[config.mk]
export PLATFORM = sky130hd
export DESIGN_NAME = jtopl_acc_seq
export DESIGN_NICKNAME = d
export VERILOG_FILES = /design/src/rtl/jtopl_pkg.sv /design/src/rtl/jtopl_acc_dly.sv /design/src/rtl/jtopl_acc_seq.sv
export SDC_FILE = /design/constraint.sdc
export NUM_CORES = 1
export LEC_CHECK = 0
export ABC_AREA = 0
export BUFFER_PORTS_ARGS = -buffer_cell sky130_fd_sc_hd__clkbuf_2
export CORE_UTILIZATION = 39
export CTS_CLUSTER_SIZE = 12
export DETAILED_ROUTE_END_ITERATION = 6
export PLACE_DENSITY = 0.58
export SYNTH_ARGS = -nofsm -noshare
export SYNTH_HDL_FRONTEND = slang
export SYNTH_SLANG_ARGS = --single-unit
[constraint.sdc]
create_clock -name clk -period 4.68 [get_ports clk]
set_input_delay 0.234 -clock clk [delete_from_list [all_inputs] [get_ports clk]]
set_output_delay 0.234 -clock clk [all_outputs]
set_load 0.03 [all_outputs]
[src/rtl/jtopl_pkg.sv]
// Shared OPL constants and the slot-to-operator decode used by the accumulator sequencer.
package jtopl_pkg;

   localparam int SLOTS_PER_FRAME = 18;
   localparam int CHANNELS        = 9;
   localparam int RHY_BD          = 6;
   localparam int RHY_SD_HH       = 7;
   localparam int RHY_TOM_CY      = 8;

   typedef struct packed {
      logic       op;
      logic [3:0] ch;
   } slot_dec_t;

   // Slots come in groups of six: three modulators then the three matching carriers.
   function automatic slot_dec_t slot_decode(input logic [4:0] slot);
      slot_dec_t  d;
      logic [4:0] g;
      logic [4:0] i;
      g    = slot / 5'd6;
      i    = slot % 5'd6;
      d.op = (i >= 5'd3);
      d.ch = 4'((g * 5'd3) + (d.op ? (i - 5'd3) : i));
      return d;
   endfunction

endpackage

[src/rtl/jtopl_acc_dly.sv]
// cenop-gated shift register aligning issue-side enables with op_result at the accumulator.
module jtopl_acc_dly #(
   parameter int DELAY = 2,
   parameter int W     = 2
) (
   input  logic         clk,
   input  logic         rst,
   input  logic         cen,
   input  logic [W-1:0] din,
   output logic [W-1:0] dout
);

   generate
      if (DELAY == 0) begin : g_direct
         assign dout = din;
      end else begin : g_shift
         logic [DELAY-1:0][W-1:0] dly_q;

         always_ff @(posedge clk or posedge rst) begin
            if (rst) begin
               dly_q <= '0;
            end else if (cen) begin
               dly_q[0] <= din;
               for (int k = 1; k < DELAY; k++) begin
                  dly_q[k] <= dly_q[k-1];
               end
            end
         end

         assign dout = dly_q[DELAY-1];
      end
   endgenerate

endmodule

[src/rtl/jtopl_acc_seq.sv]
// Slot sequencer and sum/zero scheduler for the OPL output accumulator, with
// frame-synchronous connection and rhythm configuration.
module jtopl_acc_seq
   import jtopl_pkg::*;
#(
   parameter int SLOTS = SLOTS_PER_FRAME,
   parameter int DELAY = 2
) (
   input  logic       clk,
   input  logic       rst,
   input  logic       cenop,
   input  logic       con_we,
   input  logic [3:0] con_ch,
   input  logic       con_din,
   input  logic       rhy_we,
   input  logic       rhy_din,
   output logic [4:0] slot,
   output logic       op,
   output logic [3:0] ch,
   output logic       sum_en,
   output logic       zero,
   output logic       sample_stb
);

   logic [4:0]          slot_q, slot_d;
   logic [CHANNELS-1:0] con_sh_q, con_sh_d, con_act_q;
   logic                rhy_sh_q, rhy_sh_d, rhy_act_q;
   logic                stb_q;
   logic                frame_end;
   logic                sum_p0, zero_p0;
   logic [1:0]          dly_out;
   slot_dec_t           dec;

   assign dec       = slot_decode(slot_q);
   assign frame_end = cenop && (slot_q == 5'(SLOTS - 1));

   always_comb begin
      slot_d = slot_q;
      if (cenop) begin
         slot_d = frame_end ? 5'd0 : slot_q + 5'd1;
      end
   end

   // Shadow registers accept writes on any clock; channels above 8 are dropped.
   always_comb begin
      con_sh_d = con_sh_q;
      rhy_sh_d = rhy_sh_q;
      if (con_we && (con_ch < 4'(CHANNELS))) begin
         con_sh_d[con_ch] = con_din;
      end
      if (rhy_we) begin
         rhy_sh_d = rhy_din;
      end
   end

   // Stage p0: issue-side enables for the slot entering the operator pipe
   always_comb begin
      zero_p0 = (slot_q == 5'd0);
      sum_p0  = dec.op | con_act_q[dec.ch];
      if (rhy_act_q) begin
         if (dec.ch == 4'(RHY_BD)) begin
            sum_p0 = dec.op;
         end else if ((dec.ch == 4'(RHY_SD_HH)) || (dec.ch == 4'(RHY_TOM_CY))) begin
            sum_p0 = 1'b1;
         end
      end
   end

   always_ff @(posedge clk or posedge rst) begin
      if (rst) begin
         slot_q    <= '0;
         con_sh_q  <= '0;
         con_act_q <= '0;
         rhy_sh_q  <= 1'b0;
         rhy_act_q <= 1'b0;
         stb_q     <= 1'b0;
      end else begin
         slot_q   <= slot_d;
         con_sh_q <= con_sh_d;
         rhy_sh_q <= rhy_sh_d;
         if (frame_end) begin
            con_act_q <= con_sh_q;
            rhy_act_q <= rhy_sh_q;
         end
         stb_q <= cenop & zero;
      end
   end

   // Stage p0 -> accumulator: DELAY cenop ticks of alignment
   jtopl_acc_dly #(
      .DELAY (DELAY),
      .W     (2)
   ) u_dly (
      .clk  (clk),
      .rst  (rst),
      .cen  (cenop),
      .din  ({zero_p0, sum_p0}),
      .dout (dly_out)
   );

   assign slot       = slot_q;
   assign op         = dec.op;
   assign ch         = dec.ch;
   assign zero       = dly_out[1];
   assign sum_en     = dly_out[0];
   assign sample_stb = stb_q;

endmodule

Word-level counts from Yosys, hierarchy flattened
Cells that the tools add are included.
{"block": "word_totals", "in_bits": 11, "out_inout_bits": 13, "ff_bits": 30, "elab_cells": 40}
{"block": "op_classes", "n_bitwise": 2, "magnitude_cmp": 5, "multipliers": 1, "n_eq_ne": 4, "n_div": 2, "muxes": 10, "n_addsub": 3, "n_reduce_logical": 5}
{"operator": "$lt 4x5->1 const B", "count": 2}
{"operator": "$bwmux 9", "count": 1}
{"operator": "$eq 4x3->1 const B", "count": 2}
{"operator": "$add 5x1->5 const B", "count": 1}
{"operator": "$div 5x3->5 const B", "count": 1}
{"operator": "$eq 5x5->1 const B", "count": 1}
{"operator": "$ge 5x2->1 const B", "count": 1}
{"operator": "$logic_not 5->1", "count": 1}
{"operator": "$mod 5x3->5 const B", "count": 1}
{"operator": "$mul 5x2->4 const B", "count": 1}
{"operator": "$mux 1", "count": 5}
{"operator": "$mux 5", "count": 1}
{"operator": "$add 4x4->4", "count": 1}
{"operator": "$bmux 1 s4", "count": 1}
{"operator": "$demux 1 s4", "count": 1}
{"operator": "$eq 4x4->1 const B", "count": 1}
{"operator": "$ge 4x1->1 const B", "count": 1}
{"operator": "$lt 4x4->1 const B", "count": 1}
{"operator": "$mux 4", "count": 1}
{"operator": "$sub 4x2->4 const B", "count": 1}
{"operator": "$logic_and 1x1->1", "count": 3}
{"operator": "$and 1x1->1", "count": 1}
{"operator": "$logic_or 1x1->1", "count": 1}
{"operator": "$or 1x1->1", "count": 1}

Depth between registers and ports, before layout
{"block": "depth", "depth_word": 10, "depth_mapped": 26, "depth_no_buf": 24}

Modules after synthesis
From an unflattened synthesis, not the netlist that was laid out.
{"block": "hier_totals", "hier_cells": 185, "hier_area_um2": 1995.7}
{"module": "jtopl_acc_seq", "n_inst": 1, "seq_area_each_um2": 650.6, "cells_per_inst": 174, "area_each_um2": 1831.8}
{"module": "jtopl_acc_dly", "n_inst": 1, "seq_area_each_um2": 100.1, "cells_per_inst": 11, "area_each_um2": 163.9}

Least setup slack after synthesis
No wires, ideal clock.
{"block": "synth_timing", "path_type": "register -> output", "start": "register slot_q[2] (netlist: slot[2])", "end": "output ch[3]", "arrival_ns": 5.472, "setup_slack_ns": -1.026, "path_buffers": 2, "path_stages_with_launch": 27, "required_time_ns": 4.446, "cell_sequence": "dfrtp_1 -> buf_2 -> nand3b_1 -> ha_1 -> buf_4 -> nand2_1 -> a21o_1 -> o21ai_1 -> ha_1 -> a21o_1 -> nor2_2 -> nand3_4 -> inv_4 -> xnor2_1 -> ha_1 -> a2111oi_0 -> o22ai_1 -> fa_1 -> inv_1 -> ha_1 -> inv_1 -> fa_1 -> xor2_1 -> xnor2_1 -> or3_1 -> a2bb2oi_1 -> a311oi_1"}
{"block": "synth_between", "elab_chain_len": 4}
{"element": "from (decl)", "line": "jtopl_acc_seq.sv:25", "text": "logic [4:0] slot_q, slot_d;"}
{"element": "from (signal assigned)", "line": "jtopl_acc_seq.sv:78", "text": "slot_q <= slot_d;"}
{"element": "parallel branches: the longest is 3 deep, another holds $div 5x3->5"}
{"element": "$add 4x4->4 *", "line": "jtopl_pkg.sv:23", "text": "d.ch = 4'((g * 5'd3) + (d.op ? (i - 5'd3) : i));"}
{"element": "to (decl)", "line": "jtopl_acc_seq.sv:19", "text": "output logic [3:0] ch,"}
Every way passes the cells marked *.

Worst setup path after layout
{"block": "layout_timing", "start": "register slot_q[4] (netlist: slot[4])", "end": "output ch[3]"}
The elaborated chain is that of the path after synthesis.

==> flow_summary.yaml <==
routing:
  routed-wl-met3_um: 107
  detail_route.wirelength_um: 4480
  drtIter0Drc: 41
  ant_nets: 0
  routed_wire_length_per_instance_um: 14.4
  drt-vias-per-instance: 5.17
  drt_first_pass_iters: 4
  met2_length_um: 2330
  top_layer_used: "met4"
  drcViolationCount: 0
  detailroute.via_count: 1603
  wl_met1_um: 1920
cells_and_area:
  syn2layout_area_growth_pct: 33.8
  finish.net_count: 265
  insertedDiodeCount: 0
  layout-drive-gt1-share_pct: 48.1
  finish.cell_count_without_fillers: 310
critical_path:
  required_ps: 4450
  critical_path.endpoint_type: "output pin"
  worst-setup-path-type: "reg2out"
  worst_ep_arrival_time_ps: 4900
  worst-path-max-fanout: 5
  setup_crit_start_kind: "register"
timing:
  finalMaxSlewViolations: 0
  layout_setup_ws_ps: -457
  slew_headroom_pct: 27.0
  max_clock_freq_ghz: 0.195
  grt_setup_unrepaired: "true"
  final_period_minus_worst_setup_slack_ps: 5140
  hold-worst-slack_ps: 196
  fin_worst_skew_ps: 5.13
  min_period_over_period_pct: 110
  max_slew.worst_pin.slew_ps: 1090
  finalSetupTns_ps: -612
  report.final.hold_viol_count: 0
  setup_viol: 2
clock_tree:
  htree_levels: 2
  tritoncts: "yes"
  cts_stage_hold_buffer_count: 0
  cts_buffer_depth: 2
  clk_root_buffer_cell: "clkbuf_8"
  clock_latency_late_sink_ps: 280
  total_clock_buffers_created_by_cts: 5
  number_of_clock_sinks: 30
  path_clk_slew_ps: 60
yosys:
  ys_seq_area_share_pct: 37.9
  synth.lib_cells_used.distinct: 55
  postSynthAreaPerCell_sq_um: 10.7
  ys.flop_type: "dfrtp_1"
  yosysWarnings: 0
  syn_nets: 208
  post_synth_inst_count: 185
  number_of_register_bits_inferred_by_synthesis: 30
  post_syn_area_sq_mm: 0.00198
  synth_edf_count: 0
  async_set_or_reset_register_ratio_after_synthesis_pct: 100
floorplan:
  ios: 24
  die-height_um: 73.3
  core_region_area_sq_mm: 0.00482
  die-width_um: 73.3
  initial_utilization_pct: 41.2
  die_area_sq_mm: 0.00537
  std_cell_rows: 25
placement:
  dp_cells: 299
  numPortBuffers: 23
  place_worst_setup_slack_ps: -235
  place.detailed.hpwl_um: 3430
  finalWeightedCongestion: 0.804
global_route:
  grt_start_max_net_pins: 31
  grt_pass1_wl_um: 7750
  vias_in_the_first_global_route: 1676
  overall_routing_resource_usage_pct: 19.0
  grt_overflow_total: 0
  grt_antenna_before_repair: 0
hold_path:
  worst_hold_path_type: "in2reg"
status:
  failed_checks: "setup timing"
  outcome: "finished with violations"
run:
  timing.max_cap.violations: 0
[layout make-up]
cell class / instances / area [sq um]
fillers: 435 / 2160
multi-input cells: 139 / 1290
inverters: 9 / 38.8
flip-flops and latches: 30 / 756
clock inverters: 1 / 5.00
well taps: 67 / 83.8
clock buffers: 7 / 86.3
repair buffers: 57 / 389
[routing by layer]
metal | GRT usage, % | vias to the layer above
li1 | - | 799
met1 | 23.4 | 770
met2 | 32.6 | 25
met3 | 2.74 | 9
met4 | 9.40 | 0
met5 | 0 | -
[per-stage QoR]
step           instance area, sq um  util (%)
2_1_floorplan                  2090         -
3_3_place_gp                   2470      51.2
3_5_place_dp                   2470      51.2
4_1_cts                        2610      54.1
5_1_grt                        2650      55.1
6_report                       2650      55.1
[cell usage in the layout (no fill, tap or decap), types with 2 or more instances in the layout]
cell and n:
a211oi_1 2, a211oi_2 2, a21o_1 2, a21oi_1 2, and2_1 3, and3_1 2, buf_4 33, buf_6 2
clkbuf_2 21, clkbuf_8 7, dfrtp_1 26, dfrtp_2 4, fa_1 2, ha_1 5, ha_2 3, inv_1 7
mux2_2 23, nand2_1 16, nand2b_1 4, nand3b_1 3, nand4_1 4, nor2_1 9, nor2b_1 4, nor3b_1 3
o211a_1 2, o211ai_1 3, o21a_1 3, o21ai_0 4, xnor2_1 2
[cells by family (layout without fill, tap and decap cells)]
logic type / Yosys count / count (layout) / synth area share, %
fa+ha+maj: 12 / 12 / 8.71
flops: 30 / 30 / 37.9
mux: 27 / 27 / 16.0
xor+xnor: 6 / 6 / 2.65
compound gates: 35 / 35 / 13.3
simple gates: 59 / 59 / 17.5
buf+inv: 16 / 74 / 3.97
[cell usage after synthesis, types with 2 or more instances]
library cell | instances | area, sq um
o21ai_0 | 4 | 20.0
nand2b_1 | 4 | 25.0
nor3b_1 | 3 | 22.5
nand3b_1 | 3 | 22.5
fa_1 | 3 | 60.1
nand2_1 | 16 | 60.1
xnor2_1 | 4 | 35.0
o22ai_1 | 2 | 12.5
xor2_1 | 2 | 17.5
nand4_1 | 4 | 25.0
o211ai_1 | 3 | 22.5
inv_1 | 8 | 30.0
nor2b_1 | 4 | 25.0
buf_4 | 2 | 15.0
a2111oi_0 | 2 | 17.5
or3_1 | 2 | 12.5
a21oi_1 | 2 | 10.0
a21o_1 | 2 | 15.0
nor2_1 | 9 | 33.8
o211a_1 | 2 | 20.0
a211oi_1 | 4 | 30.0
o21a_1 | 3 | 22.5
clkbuf_1 | 3 | 11.3
and2_1 | 3 | 18.8
mux2_2 | 23 | 259
ha_1 | 9 | 113
dfrtp_1 | 30 | 751
and3_1 | 2 | 12.5
[critical path, stage by stage, from the launching register on]
cell,delay (ps)
dfrtp_2,420
nand3b_1,170
ha_2,190
nand2_1,50
a21o_1,100
o21ai_2,70
ha_2,180
a21o_1,190
nor2_4,120
nand3_4,100
inv_6,100
mux2_4,340
a211o_1,270
o22ai_2,110
fa_1,430
inv_1,70
ha_2,160
inv_2,40
fa_2,380
xor2_2,170
xnor2_2,170
or3_4,410
a2bb2oi_2,180
a311oi_4,50
clkbuf_8,170
[final timing paths]
path / startpoint / endpoint / slack (ps) / depth (start not counted)
max: slot[4] / ch[3] / -460 / 24
min: rhy_din / rhy_sh_q / 200 / 2
max reg2reg: slot[4] / u_dly.g_shift.dly_q[0] / -150 / 23
min reg2reg: u_dly.dout[1] / sample_stb / 510 / 1
max in group asynchronous: rst / slot[0] / 3740 / 2
min in group asynchronous: rst / sample_stb / 210 / 2
[timing repair]
item / in CTS / in global routing
resized for setup: 7 / 9
pin swaps: 6 / 1
buffers inserted: 1 / 2
endpoints found under the hold margin: 0 / 0
endpoints found under the setup margin: 2 / 3
[registers in the layout, indices dropped and copies added, names as in the netlist]
register,cells
rhy_act_q,1
u_dly.g_shift.dly_q,2
u_dly.dout,2
con_sh_q,9
slot,5
rhy_sh_q,1
con_act_q,9
sample_stb,1
Power is left out: the tool's default activity adds up to more than one toggle a clock period on the data nets, which glitch-free logic cannot reach.
